`config.mk`:
```
export PLATFORM = sky130hd
export DESIGN_NAME = mcp3204_spi_target_flat
export DESIGN_NICKNAME = d
export VERILOG_FILES = /design/src/rtl/mcp3204_spi_target_pkg.sv /design/src/rtl/mcp3204_spi_target_if.sv /design/src/rtl/mcp3204_spi_target_spi_edge_sync.sv /design/src/rtl/mcp3204_spi_target.sv /design/src/flat_wrapper.sv
export SDC_FILE = /design/constraint.sdc
export NUM_CORES = 1
export LEC_CHECK = 0
export BUFFER_PORTS_ARGS = -buffer_cell sky130_fd_sc_hd__buf_2
export CAP_MARGIN = 10
export CORE_MARGIN = 4
export CORE_UTILIZATION = 46
export CTS_BUF_LIST = sky130_fd_sc_hd__clkbuf_2 sky130_fd_sc_hd__clkbuf_4 sky130_fd_sc_hd__clkbuf_8
export DETAILED_ROUTE_END_ITERATION = 7
export PLACE_DENSITY = 0.73
export SYNTH_ARGS = -nofsm -noshare
export SYNTH_HDL_FRONTEND = slang
export SYNTH_SLANG_ARGS = --single-unit
```
`constraint.sdc`:
```
create_clock -name clk_i -period 2.15 [get_ports clk_i]
set_input_delay 0.215 -clock clk_i [delete_from_list [all_inputs] [get_ports clk_i]]
set_output_delay 0.215 -clock clk_i [all_outputs]
set_load 0.1 [all_outputs]
```
`src/rtl/mcp3204_spi_target_pkg.sv`:
```
// Shared types and constants for the MCP3204 serial-target model.
// The differential pair maps are used only when MCP3204_TGT_DIFF_EN is defined.
package mcp3204_pkg;

    localparam int MCP_DATA_BITS = 12;
    localparam int MCP_CMD_BITS  = 4;   // SGL, D2, D1, D0 after the start bit

    // Pseudo-differential pairing, indexed by {D1,D0} in 2-bit slots:
    // 00 -> CH0-CH1, 01 -> CH1-CH0, 10 -> CH2-CH3, 11 -> CH3-CH2
    localparam logic [7:0] MCP_DIFF_POS_MAP = 8'b11_10_01_00;
    localparam logic [7:0] MCP_DIFF_NEG_MAP = 8'b10_11_00_01;

    typedef logic [MCP_DATA_BITS-1:0] mcp_word_t;

    typedef enum logic [2:0] {
        ST_IDLE,
        ST_WAIT_START,
        ST_CMD,
        ST_SAMPLE,
        ST_SHIFT,
        ST_TAIL
    } mcp_state_e;

    function automatic logic [1:0] diff_pos(input logic [1:0] chan);
        return MCP_DIFF_POS_MAP[{chan, 1'b0} +: 2];
    endfunction

    function automatic logic [1:0] diff_neg(input logic [1:0] chan);
        return MCP_DIFF_NEG_MAP[{chan, 1'b0} +: 2];
    endfunction

endpackage

```
`src/rtl/mcp3204_spi_target_if.sv`:
```
// SPI pins, channel inputs and command/status outputs of the MCP3204 target.
// slave = the emulated converter, master = the SPI master / fabric side.
interface mcp3204_spi_target_if;
    import mcp3204_pkg::*;

    logic       sclk;
    logic       ncs;
    logic       mosi;
    logic       miso;
    logic       miso_oe;
    mcp_word_t  ain0;
    mcp_word_t  ain1;
    mcp_word_t  ain2;
    mcp_word_t  ain3;
    logic       cmd_valid;
    logic [1:0] cmd_chan;
    logic       cmd_sgl;
    logic       frame_abort;

    modport slave (
        input  sclk, ncs, mosi, ain0, ain1, ain2, ain3,
        output miso, miso_oe, cmd_valid, cmd_chan, cmd_sgl, frame_abort
    );

    modport master (
        output sclk, ncs, mosi, ain0, ain1, ain2, ain3,
        input  miso, miso_oe, cmd_valid, cmd_chan, cmd_sgl, frame_abort
    );

endinterface

```
`src/rtl/mcp3204_spi_target_spi_edge_sync.sv`:
```
// Synchronizer and edge detector for the asynchronous SPI pins.
// SYNC_STAGES must be at least 2.
module spi_edge_sync #(
    parameter int SYNC_STAGES = 2
) (
    input  logic clk_i,
    input  logic rst_i,
    input  logic sclk_i,
    input  logic ncs_i,
    input  logic mosi_i,
    output logic sclk_rise_o,
    output logic sclk_fall_o,
    output logic cs_fall_o,
    output logic cs_rise_o,
    output logic sync_mosi_o
);

    // Bit layout of each stage: {mosi, ncs, sclk}.
    // nCS resets to "selected" (0) so that a chip select held low across a
    // reset never looks like a fresh fall; a new frame needs a real high->low.
    genvar gi;
    generate
        for (gi = 0; gi < SYNC_STAGES; gi++) begin : g_stage
            logic [2:0] q;
            if (gi == 0) begin : g_first
                // first flop of the chain samples the raw pins
                always_ff @(posedge clk_i or posedge rst_i) begin
                    if (rst_i) q <= 3'b000;
                    else       q <= {mosi_i, ncs_i, sclk_i};
                end
            end else begin : g_next
                // subsequent flops shift the chain along
                always_ff @(posedge clk_i or posedge rst_i) begin
                    if (rst_i) q <= 3'b000;
                    else       q <= g_stage[gi-1].q;
                end
            end
        end
    endgenerate

    logic [2:0] sync_w;
    logic       sclk_prev_q;
    logic       ncs_prev_q;

    assign sync_w = g_stage[SYNC_STAGES-1].q;

    // previous synchronized levels for edge detection
    always_ff @(posedge clk_i or posedge rst_i) begin
        if (rst_i) begin
            sclk_prev_q <= 1'b0;
            ncs_prev_q  <= 1'b0;
        end else begin
            sclk_prev_q <= sync_w[0];
            ncs_prev_q  <= sync_w[1];
        end
    end

    assign sclk_rise_o = sync_w[0] & ~sclk_prev_q;
    assign sclk_fall_o = ~sync_w[0] & sclk_prev_q;
    assign cs_rise_o   = sync_w[1] & ~ncs_prev_q;
    assign cs_fall_o   = ~sync_w[1] & ncs_prev_q;
    assign sync_mosi_o = sync_w[2];

endmodule

```
`src/rtl/mcp3204_spi_target.sv`:
```
// MCP3204 4-channel 12-bit ADC serial-target emulation.
// Decodes start/SGL/D2/D1/D0, then returns a null bit and 12 data bits MSB first.
// Optional feature: define MCP3204_TGT_DIFF_EN to return clamped pseudo-differential
// results for SGL=0; otherwise SGL=0 returns 12'h000.
module mcp3204_spi_target
    import mcp3204_pkg::*;
#(
    parameter int SYNC_STAGES = 2
) (
    input  logic                 clk_i,
    input  logic                 rst_i,
    mcp3204_spi_target_if.slave  bus
);

    localparam logic [3:0] CMD_LAST    = 4'(MCP_CMD_BITS - 1);
    localparam logic [3:0] SHIFT_FIRST = 4'(MCP_DATA_BITS - 1);

    logic sclk_rise, sclk_fall, cs_fall, cs_rise, sync_mosi;

    spi_edge_sync #(.SYNC_STAGES(SYNC_STAGES)) u_sync (
        .clk_i       (clk_i),
        .rst_i       (rst_i),
        .sclk_i      (bus.sclk),
        .ncs_i       (bus.ncs),
        .mosi_i      (bus.mosi),
        .sclk_rise_o (sclk_rise),
        .sclk_fall_o (sclk_fall),
        .cs_fall_o   (cs_fall),
        .cs_rise_o   (cs_rise),
        .sync_mosi_o (sync_mosi)
    );

    mcp_state_e state_q, state_d;
    logic [3:0] bit_cnt_q, bit_cnt_d;
    logic [1:0] cmd_q, cmd_d;          // {SGL, D1}; D2 is ignored
    mcp_word_t  held_q, held_d;
    logic       miso_q, miso_d;
    logic       oe_q, oe_d;
    logic       cmd_valid_q, cmd_valid_d;
    logic [1:0] chan_q, chan_d;
    logic       sgl_q, sgl_d;
    logic       abort_q, abort_d;

    mcp_word_t  ain_w [4];
    logic [1:0] dec_chan;
    logic       dec_sgl;
    mcp_word_t  sel_word;

    assign ain_w[0] = bus.ain0;
    assign ain_w[1] = bus.ain1;
    assign ain_w[2] = bus.ain2;
    assign ain_w[3] = bus.ain3;

    // D0 arrives on the same edge that completes the command
    assign dec_chan = {cmd_q[0], sync_mosi};
    assign dec_sgl  = cmd_q[1];

    // word to hold for the frame, chosen from the command being completed
    always_comb begin
`ifdef MCP3204_TGT_DIFF_EN
        logic [MCP_DATA_BITS:0] diff13;
        diff13 = {1'b0, ain_w[diff_pos(dec_chan)]} - {1'b0, ain_w[diff_neg(dec_chan)]};
`endif
        sel_word = '0;
        if (dec_sgl) begin
            sel_word = ain_w[dec_chan];
        end else begin
`ifdef MCP3204_TGT_DIFF_EN
            sel_word = diff13[MCP_DATA_BITS] ? '0 : diff13[MCP_DATA_BITS-1:0];
`else
            sel_word = '0;
`endif
        end
    end

    // next-state and output decode; nCS rise overrides any same-clock SCLK edge
    always_comb begin
        state_d     = state_q;
        bit_cnt_d   = bit_cnt_q;
        cmd_d       = cmd_q;
        held_d      = held_q;
        miso_d      = miso_q;
        oe_d        = oe_q;
        cmd_valid_d = 1'b0;
        chan_d      = chan_q;
        sgl_d       = sgl_q;
        abort_d     = 1'b0;

        if (cs_rise) begin
            state_d = ST_IDLE;
            oe_d    = 1'b0;
            miso_d  = 1'b0;
            // TAIL means B0 has already gone out, so the frame completed
            abort_d = (state_q != ST_IDLE) && (state_q != ST_TAIL);
        end else begin
            unique case (state_q)
                ST_IDLE: begin
                    oe_d   = 1'b0;
                    miso_d = 1'b0;
                    if (cs_fall) begin
                        state_d = ST_WAIT_START;
                        oe_d    = 1'b1;
                    end
                end
                ST_WAIT_START: begin
                    if (sclk_rise && sync_mosi) begin
                        state_d   = ST_CMD;
                        bit_cnt_d = 4'd0;
                    end
                end
                ST_CMD: begin
                    if (sclk_rise) begin
                        if (bit_cnt_q == CMD_LAST) begin
                            held_d      = sel_word;
                            cmd_valid_d = 1'b1;
                            chan_d      = dec_chan;
                            sgl_d       = dec_sgl;
                            state_d     = ST_SAMPLE;
                            bit_cnt_d   = 4'd0;
                        end else begin
                            if (bit_cnt_q == 4'd0) cmd_d[1] = sync_mosi;
                            if (bit_cnt_q == 4'd2) cmd_d[0] = sync_mosi;
                            bit_cnt_d = bit_cnt_q + 4'd1;
                        end
                    end
                end
                ST_SAMPLE: begin
                    // wait for the sampling rising edge, then drive null on the next fall
                    if (sclk_rise) begin
                        bit_cnt_d = 4'd1;
                    end else if (sclk_fall && (bit_cnt_q == 4'd1)) begin
                        miso_d    = 1'b0;
                        state_d   = ST_SHIFT;
                        bit_cnt_d = SHIFT_FIRST;
                    end
                end
                ST_SHIFT: begin
                    if (sclk_fall) begin
                        miso_d = held_q[bit_cnt_q];
                        if (bit_cnt_q == 4'd0) state_d = ST_TAIL;
                        else                   bit_cnt_d = bit_cnt_q - 4'd1;
                    end
                end
                ST_TAIL: begin
                    if (sclk_fall) miso_d = 1'b0;
                end
                default: begin
                    state_d = ST_IDLE;
                    oe_d    = 1'b0;
                    miso_d  = 1'b0;
                end
            endcase
        end
    end

    // state and output registers
    always_ff @(posedge clk_i or posedge rst_i) begin
        if (rst_i) begin
            state_q     <= ST_IDLE;
            bit_cnt_q   <= 4'd0;
            cmd_q       <= 2'b00;
            held_q      <= '0;
            miso_q      <= 1'b0;
            oe_q        <= 1'b0;
            cmd_valid_q <= 1'b0;
            chan_q      <= 2'b00;
            sgl_q       <= 1'b0;
            abort_q     <= 1'b0;
        end else begin
            state_q     <= state_d;
            bit_cnt_q   <= bit_cnt_d;
            cmd_q       <= cmd_d;
            held_q      <= held_d;
            miso_q      <= miso_d;
            oe_q        <= oe_d;
            cmd_valid_q <= cmd_valid_d;
            chan_q      <= chan_d;
            sgl_q       <= sgl_d;
            abort_q     <= abort_d;
        end
    end

    assign bus.miso        = miso_q;
    assign bus.miso_oe     = oe_q;
    assign bus.cmd_valid   = cmd_valid_q;
    assign bus.cmd_chan    = chan_q;
    assign bus.cmd_sgl     = sgl_q;
    assign bus.frame_abort = abort_q;

endmodule
```
`src/flat_wrapper.sv`:
```
// flat-port wrapper written by rule: the top's interface ports become plain ports
module mcp3204_spi_target_flat import mcp3204_pkg::*;
#(
    parameter int SYNC_STAGES = 2
)
  (clk_i, rst_i, bus_sclk, bus_ncs, bus_mosi, bus_ain0, bus_ain1, bus_ain2, bus_ain3, bus_miso, bus_miso_oe, bus_cmd_valid, bus_cmd_chan, bus_cmd_sgl, bus_frame_abort);
  mcp3204_spi_target_if bus_i ();
  input  logic clk_i;
  input  logic rst_i;
  input wire logic [$bits(bus_i.sclk)-1:0] bus_sclk;
  input wire logic [$bits(bus_i.ncs)-1:0] bus_ncs;
  input wire logic [$bits(bus_i.mosi)-1:0] bus_mosi;
  input wire logic [$bits(bus_i.ain0)-1:0] bus_ain0;
  input wire logic [$bits(bus_i.ain1)-1:0] bus_ain1;
  input wire logic [$bits(bus_i.ain2)-1:0] bus_ain2;
  input wire logic [$bits(bus_i.ain3)-1:0] bus_ain3;
  output wire logic [$bits(bus_i.miso)-1:0] bus_miso;
  output wire logic [$bits(bus_i.miso_oe)-1:0] bus_miso_oe;
  output wire logic [$bits(bus_i.cmd_valid)-1:0] bus_cmd_valid;
  output wire logic [$bits(bus_i.cmd_chan)-1:0] bus_cmd_chan;
  output wire logic [$bits(bus_i.cmd_sgl)-1:0] bus_cmd_sgl;
  output wire logic [$bits(bus_i.frame_abort)-1:0] bus_frame_abort;
  assign bus_i.sclk = bus_sclk;
  assign bus_i.ncs = bus_ncs;
  assign bus_i.mosi = bus_mosi;
  assign bus_i.ain0 = bus_ain0;
  assign bus_i.ain1 = bus_ain1;
  assign bus_i.ain2 = bus_ain2;
  assign bus_i.ain3 = bus_ain3;
  assign bus_miso = bus_i.miso;
  assign bus_miso_oe = bus_i.miso_oe;
  assign bus_cmd_valid = bus_i.cmd_valid;
  assign bus_cmd_chan = bus_i.cmd_chan;
  assign bus_cmd_sgl = bus_i.cmd_sgl;
  assign bus_frame_abort = bus_i.frame_abort;
  mcp3204_spi_target #(.SYNC_STAGES(SYNC_STAGES)) u_core (.clk_i(clk_i), .rst_i(rst_i), .bus(bus_i));
endmodule
```
; ---- Yosys cells after proc, flatten, opt, wreduce, memory -nomap -nowiden
; Cells that the tools add are included.
[classes]
addsub = 2
magnitude_cmp = 2
eq_ne = 26
n_mux = 38
bitwise_logic = 11
reduce_logical = 15
[op_table]
columns = cell, count
row1 = 2-to-1 mux 12 bit, 3
row2 = 2-to-1 mux 4 bit, 7
row3 = 2-to-1 mux 3 bit, 9
row4 = inequality test 3 x 1 -> 1 bit (second input constant), 9
row5 = binary-select mux 12 bit (select 2 bit), 1
row6 = one-hot mux 3 bit (6 select lines), 1
row7 = one-hot mux 4 bit (4 select lines), 1
row8 = AND reduction 5 bit, 3
row9 = 2-to-1 mux 1 bit, 13
row10 = inequality test 2 x 1 -> 1 bit (second input constant), 6
row11 = AND reduction 9 bit, 1
row12 = equality test 4 x 2 -> 1 bit (second input constant), 2
row13 = AND reduction 7 bit, 1
row14 = equality test 3 x 2 -> 1 bit (second input constant), 2
row15 = equality test 3 bit (second input constant), 2
row16 = inequality test 3 bit (second input constant), 2
row17 = NOT 1 bit, 6
row18 = < comparator 4 x 5 -> 1 bit (second input constant), 1
row19 = OR reduction 5 bit, 1
row20 = adder 4 x 1 -> 4 bit (second input constant), 1
row21 = AND 1 bit, 4
row22 = binary-select mux 1 bit (select 4 bit), 1
row23 = equality test 4 x 1 -> 1 bit (second input constant), 1
row24 = logical NOT 4 bit, 1
row25 = 13 further kinds, 15
[word_totals]
register_bits = 36
inputBits = 53
output_inout_bits = 7
wordCells = 109

; ---- Logic depth before layout (Yosys ltp)
[logic_depth]
ltp_word = 7
depth_mapped = 8
depth_no_buf = 7

; ---- By module
; A second synthesis with hierarchy kept.
[unflattened]
cells_unflattened = 210
hier_area_um2 = 2228.4
[by_module_without_submodules]
columns = module, instances, cells_each, area_per_inst_um2, seq_area_each_um2
row1 = mcp3204_spi_target, 1, 197, 1989.4, 700.7
row2 = spi_edge_sync, 1, 13, 239.0, 200.2

; ---- Least setup slack after synthesis
; OpenSTA, ideal clock, no wires.
[synth_timing]
kind = register -> register
startpoint = register u_core.bit_cnt_q[0]
endpoint = register u_core.bit_cnt_q[0]
setup_time_ns = 0.128
t_arrival_ns = 1.764
required_ns = 2.022
slack_ns = 0.259
path_stages_with_launch = 9
n_path_buf = 1
period_less_slack_ns = 1.891
path_cell_list = dfrtp_1 -> buf_2 -> inv_1 -> ha_1 -> nor3b_1 -> o21ai_1 -> nand4bb_4 -> nor2_2 -> mux2_1
[synth_between]
elab_chain_cells = 4
word_cells_on_any_way = 14
classes_between = add/sub (2) / eq/ne (4) / mux (5) / reduce/logical (3)
[synth_rtl]
columns = item, line
row1 = from (decl), mcp3204_spi_target.sv:34  ; logic [3:0] bit_cnt_q, bit_cnt_d;
row2 = from (signal assigned), mcp3204_spi_target.sv:171  ; bit_cnt_q <= bit_cnt_d;
row3 = "subtractor 4 x 1 -> 4 bit, or another cell as far along", mcp3204_spi_target.sv:141  ; else bit_cnt_d = bit_cnt_q - 4'd1;
row4 = "2-to-1 mux 4 bit, or another cell as far along", mcp3204_spi_target.sv:140  ; if (bit_cnt_q == 4'd0) state_d = ST_TAIL;
row5 = "2-to-1 mux 4 bit, or another cell as far along", mcp3204_spi_target.sv:138  ; if (sclk_fall) begin
row6 = one-hot mux 4 bit (4 select lines) / AND reduction 7 bit (equally long branches), -
; Several ways; a longest one is shown, not always the timed one. The select of a mux whose other input is x is not followed.
; A chain may end at the register's enable or synchronous reset.

; ---- Worst setup path in the final report
[layout_timing]
startpoint = register u_core.state_q[2]
endpoint = register u_core.bit_cnt_q[0]
[layout_between]
elab_chain_cells = 3
word_cells_on_any_way = 12
classes_between = eq/ne (9) / mux (1) / reduce/logical (2)
[layout_rtl]
columns = item, line
row1 = from (decl), mcp3204_spi_target.sv:33  ; mcp_state_e state_q, state_d;
row2 = from (signal assigned), mcp3204_spi_target.sv:170  ; state_q <= state_d;
row3 = "equality test 3 x 2 -> 1 bit, or another cell as far along", mcp3204_spi_target.sv:96  ; unique case (state_q)
row4 = "inequality test 3 x 1 -> 1 bit (no line), or another cell as far along", -
row5 = AND reduction 7 bit (no line), -
; Several ways; a longest one is shown, not always the timed one.

==> impl_metrics.toml <==
[logic_synthesis]
synth_xor_area_share_pct = 0
synth_compound_area_share_pct = 12.7
async_reset_ff_share_pct = 100
synthAdderAreaFrac_pct = 3.41
synth_seq_cells = 36
synth.distinct_cells = 45
synth_top_family_by_area = "multiplexers"
yosysMostFrequentCell = "dfrtp_1"
synth_edf_count = 0
synth-simple-area-share_pct = 18.0
ys.flop_type = "dfrtp_1"
syn_area_um2 = 2200
yosysSeqAreaShare_pct = 41.0
synthCells = 204
yosys.area.top_type = "dfrtp_1"
netlist.area_leader.share_pct = 41.0
synthTopCellsByArea = "dfrtp_1 (41%), mux4_2 (15%), nand2_1 (5.6%)"
syn_avg_cell_area_um2 = 10.8
synth_warnings = 0
synth_mux_area_share_pct = 19.5
synth_nets = 263
ys_top_cells_by_count = "dfrtp_1 (36), nand2_1 (33), mux4_2 (15)"

[place]
dp_hpwl_mm = 3.77
preCtsSetupSlack_ns = 0.227
gp_congestion = 0.862
portBuffers = 59
placed_cell_area_um2 = 2540

[sta]
fmax_mhz = 516
period_share_pct = 90.1
slew_headroom_pct = 66.6
fin_worst_skew_ns = 0.0115
hold_viol = 0
finalSetupViolCount = 0
worstMarginPinSlew_ns = 0.501
rsz0062_at_grt = "false"
finalMaxSlewViolations = 0
worst_slack_ns = 0.214
setup_tns_ns = 0
finalCriticalPeriod_ns = 1.94

[final_layout]
nFillCells = 354
fin_nets = 324
syn_to_final_growth_pct = 19.6
layout-drive-gt1-share_pct = 39.1
final_area_um2 = 2630
n_antenna_cell = 0

[cts]
cts_resized = 0
cts.path.max_buffers = 2
htree_num_levels = 2
cts_tree = "built"
cts_buffers = 5
clkSlewWorstSetupHoldPaths_ns = 0.08
root_buffer = "clkbuf_8"
post-cts-setup-buffer-count = 0
clock_sinks = 36
clkLatencyLatePin_ns = 0.29
cts_hold_buf = 0

[route]
drc_errors = 0
top_layer_used = "met4"
drt_wl_total_mm = 4.73
via_count = 1763
wl_per_cell_um = 14.9
final_antenna_net_count = 0
wl_met2_mm = 2.24
wl_met3_um = 365
drt_iter0_markers = 90
firstDrtPassIters = 4
wl_met1_mm = 2.06
drt-vias-per-instance = 5.54

[worst_setup_path]
cp-end-kind = "register"
crit_arrival_ns = 2.10
crit_required_ns = 2.31
critical_path_class = "register to register"
crit_fanout = 13
crit_path_start_kind = "register"

[pwr]
power_density_nw_per_um2 = 994
total_power_uw = 2610
max-vdd-ir-drop_mv = 0.446
p_leak_uw = 0.00123

[grt]
grt_antenna_before_repair = 0
grt_max_degree = 37
grt_use_total_pct = 16.5
grt_pass1_vias = 1723
grt_first_pass_wirelength_mm = 7.87
overflow = 0

[floorplanning]
die-area_um2 = 5950
dieHeight_um = 77.1
io_pins = 60
start_util_pct = 49.1
row_count = 24
fp.coreArea_um2 = 4470
dieWidth_um = 77.1

[status]
status = "finished clean"

[hold_path]
hold_path_class = "input port to asynchronous set/reset pin"

[flow_run]
maxCapViolations = 0
## cell usage in the layout (no fill, tap or decap), drive strengths merged, types with 2 or more instances in the layout
cell type and n:
o21ai 16, a211oi 3, ha 6, nor3 2
and3 3, mux4 15, o22ai 3, nor2 12
o2bb2ai 2, nand3b 2, nor2b 4, buf 68
or3 2, a21oi 6, nand2b 5, mux2 8
clkbuf 6, inv 8, nor3b 4, nand2 33
dfrtp 36, nand3 5
## through the flow
stage               util, %  std cells  hold WS, ns
floorplan                 -        204        0.246
global placement       56.7        310        0.323
detailed placement     56.7        310        0.327
CTS                    58.8        318       0.0213
global route           58.8        318       0.0204
finish                 58.8        318       0.0152
## worst max-delay path, cell delays in order (launching register included)
cell	delay, ns
dfrtp_1	0.57
nor2_1	0.13
a32o_1	0.30
nand4bb_4	0.25
nor2_2	0.20
mux2_1	0.34
## path summary, 6_finish.rpt
check | cells past startpoint | slack, ns | start | end
setup / recovery | 5 | 0.21 | u_core.state_q[2] | u_core.bit_cnt_q[0]
hold / removal | 3 | 0.02 | rst_i | u_core.u_sync.ncs_prev_q
setup reg to reg | 5 | 0.21 | u_core.state_q[2] | u_core.bit_cnt_q[0]
hold reg to reg | 0 | 0.36 | u_core.u_sync.g_stage[0].q[2] | u_core.u_sync.g_stage[1].q[2]
max in group asynchronous | 3 | 1.81 | rst_i | u_core.bit_cnt_q[3]
min in group clk_i | 1 | 0.03 | bus_sclk | u_core.u_sync.g_stage[0].q[0]
## flip-flops by register name, summed over array words and instances (netlist names), 2 cells and up
| register | flops |
|---|---|
| u_core.u_sync.g_stage.q | 6 |
| u_core.held_q | 12 |
| u_core.bit_cnt_q | 4 |
| u_core.bus.cmd_chan | 2 |
| u_core.cmd_q | 2 |
| u_core.state_q | 3 |
## per-layer routing
metal | GRT usage, % | up-vias
li1 | - | 868
met1 | 21.5 | 811
met2 | 27.0 | 78
met3 | 4.33 | 6
met4 | 4.80 | 0
met5 | 0 | -
## layout make-up
| class | instances | area [µm²] | area share [%] |
|---|---|---|---|
| Multi-Input combinational cell | 146 | 1180 | 44.8 |
| Sequential cell | 36 | 901 | 34.3 |
| Timing Repair Buffer | 68 | 363 | 13.8 |
| Clock buffer | 6 | 76.3 | 2.90 |
| Tap cell | 52 | 65.1 | 2.48 |
| Inverter | 8 | 30.0 | 1.14 |
| Clock inverter | 2 | 16.3 | 0.619 |
## report_power, final
group	switching (µW)	total [µW]	internal, µW
logic	600	1110	513
clock network	249	492	243
registers	198	1010	812
total	1050	2610	1570
## cells by family (layout without fill, tap and decap cells)
kind of cell    after synthesis  after routing
compound gates               41             41
simple gates                 76             76
fa+ha+maj                     6              6
buf+inv                      22             84
flops                        36             36
mux                          23             23
Power figures use the tool's default switching activity.
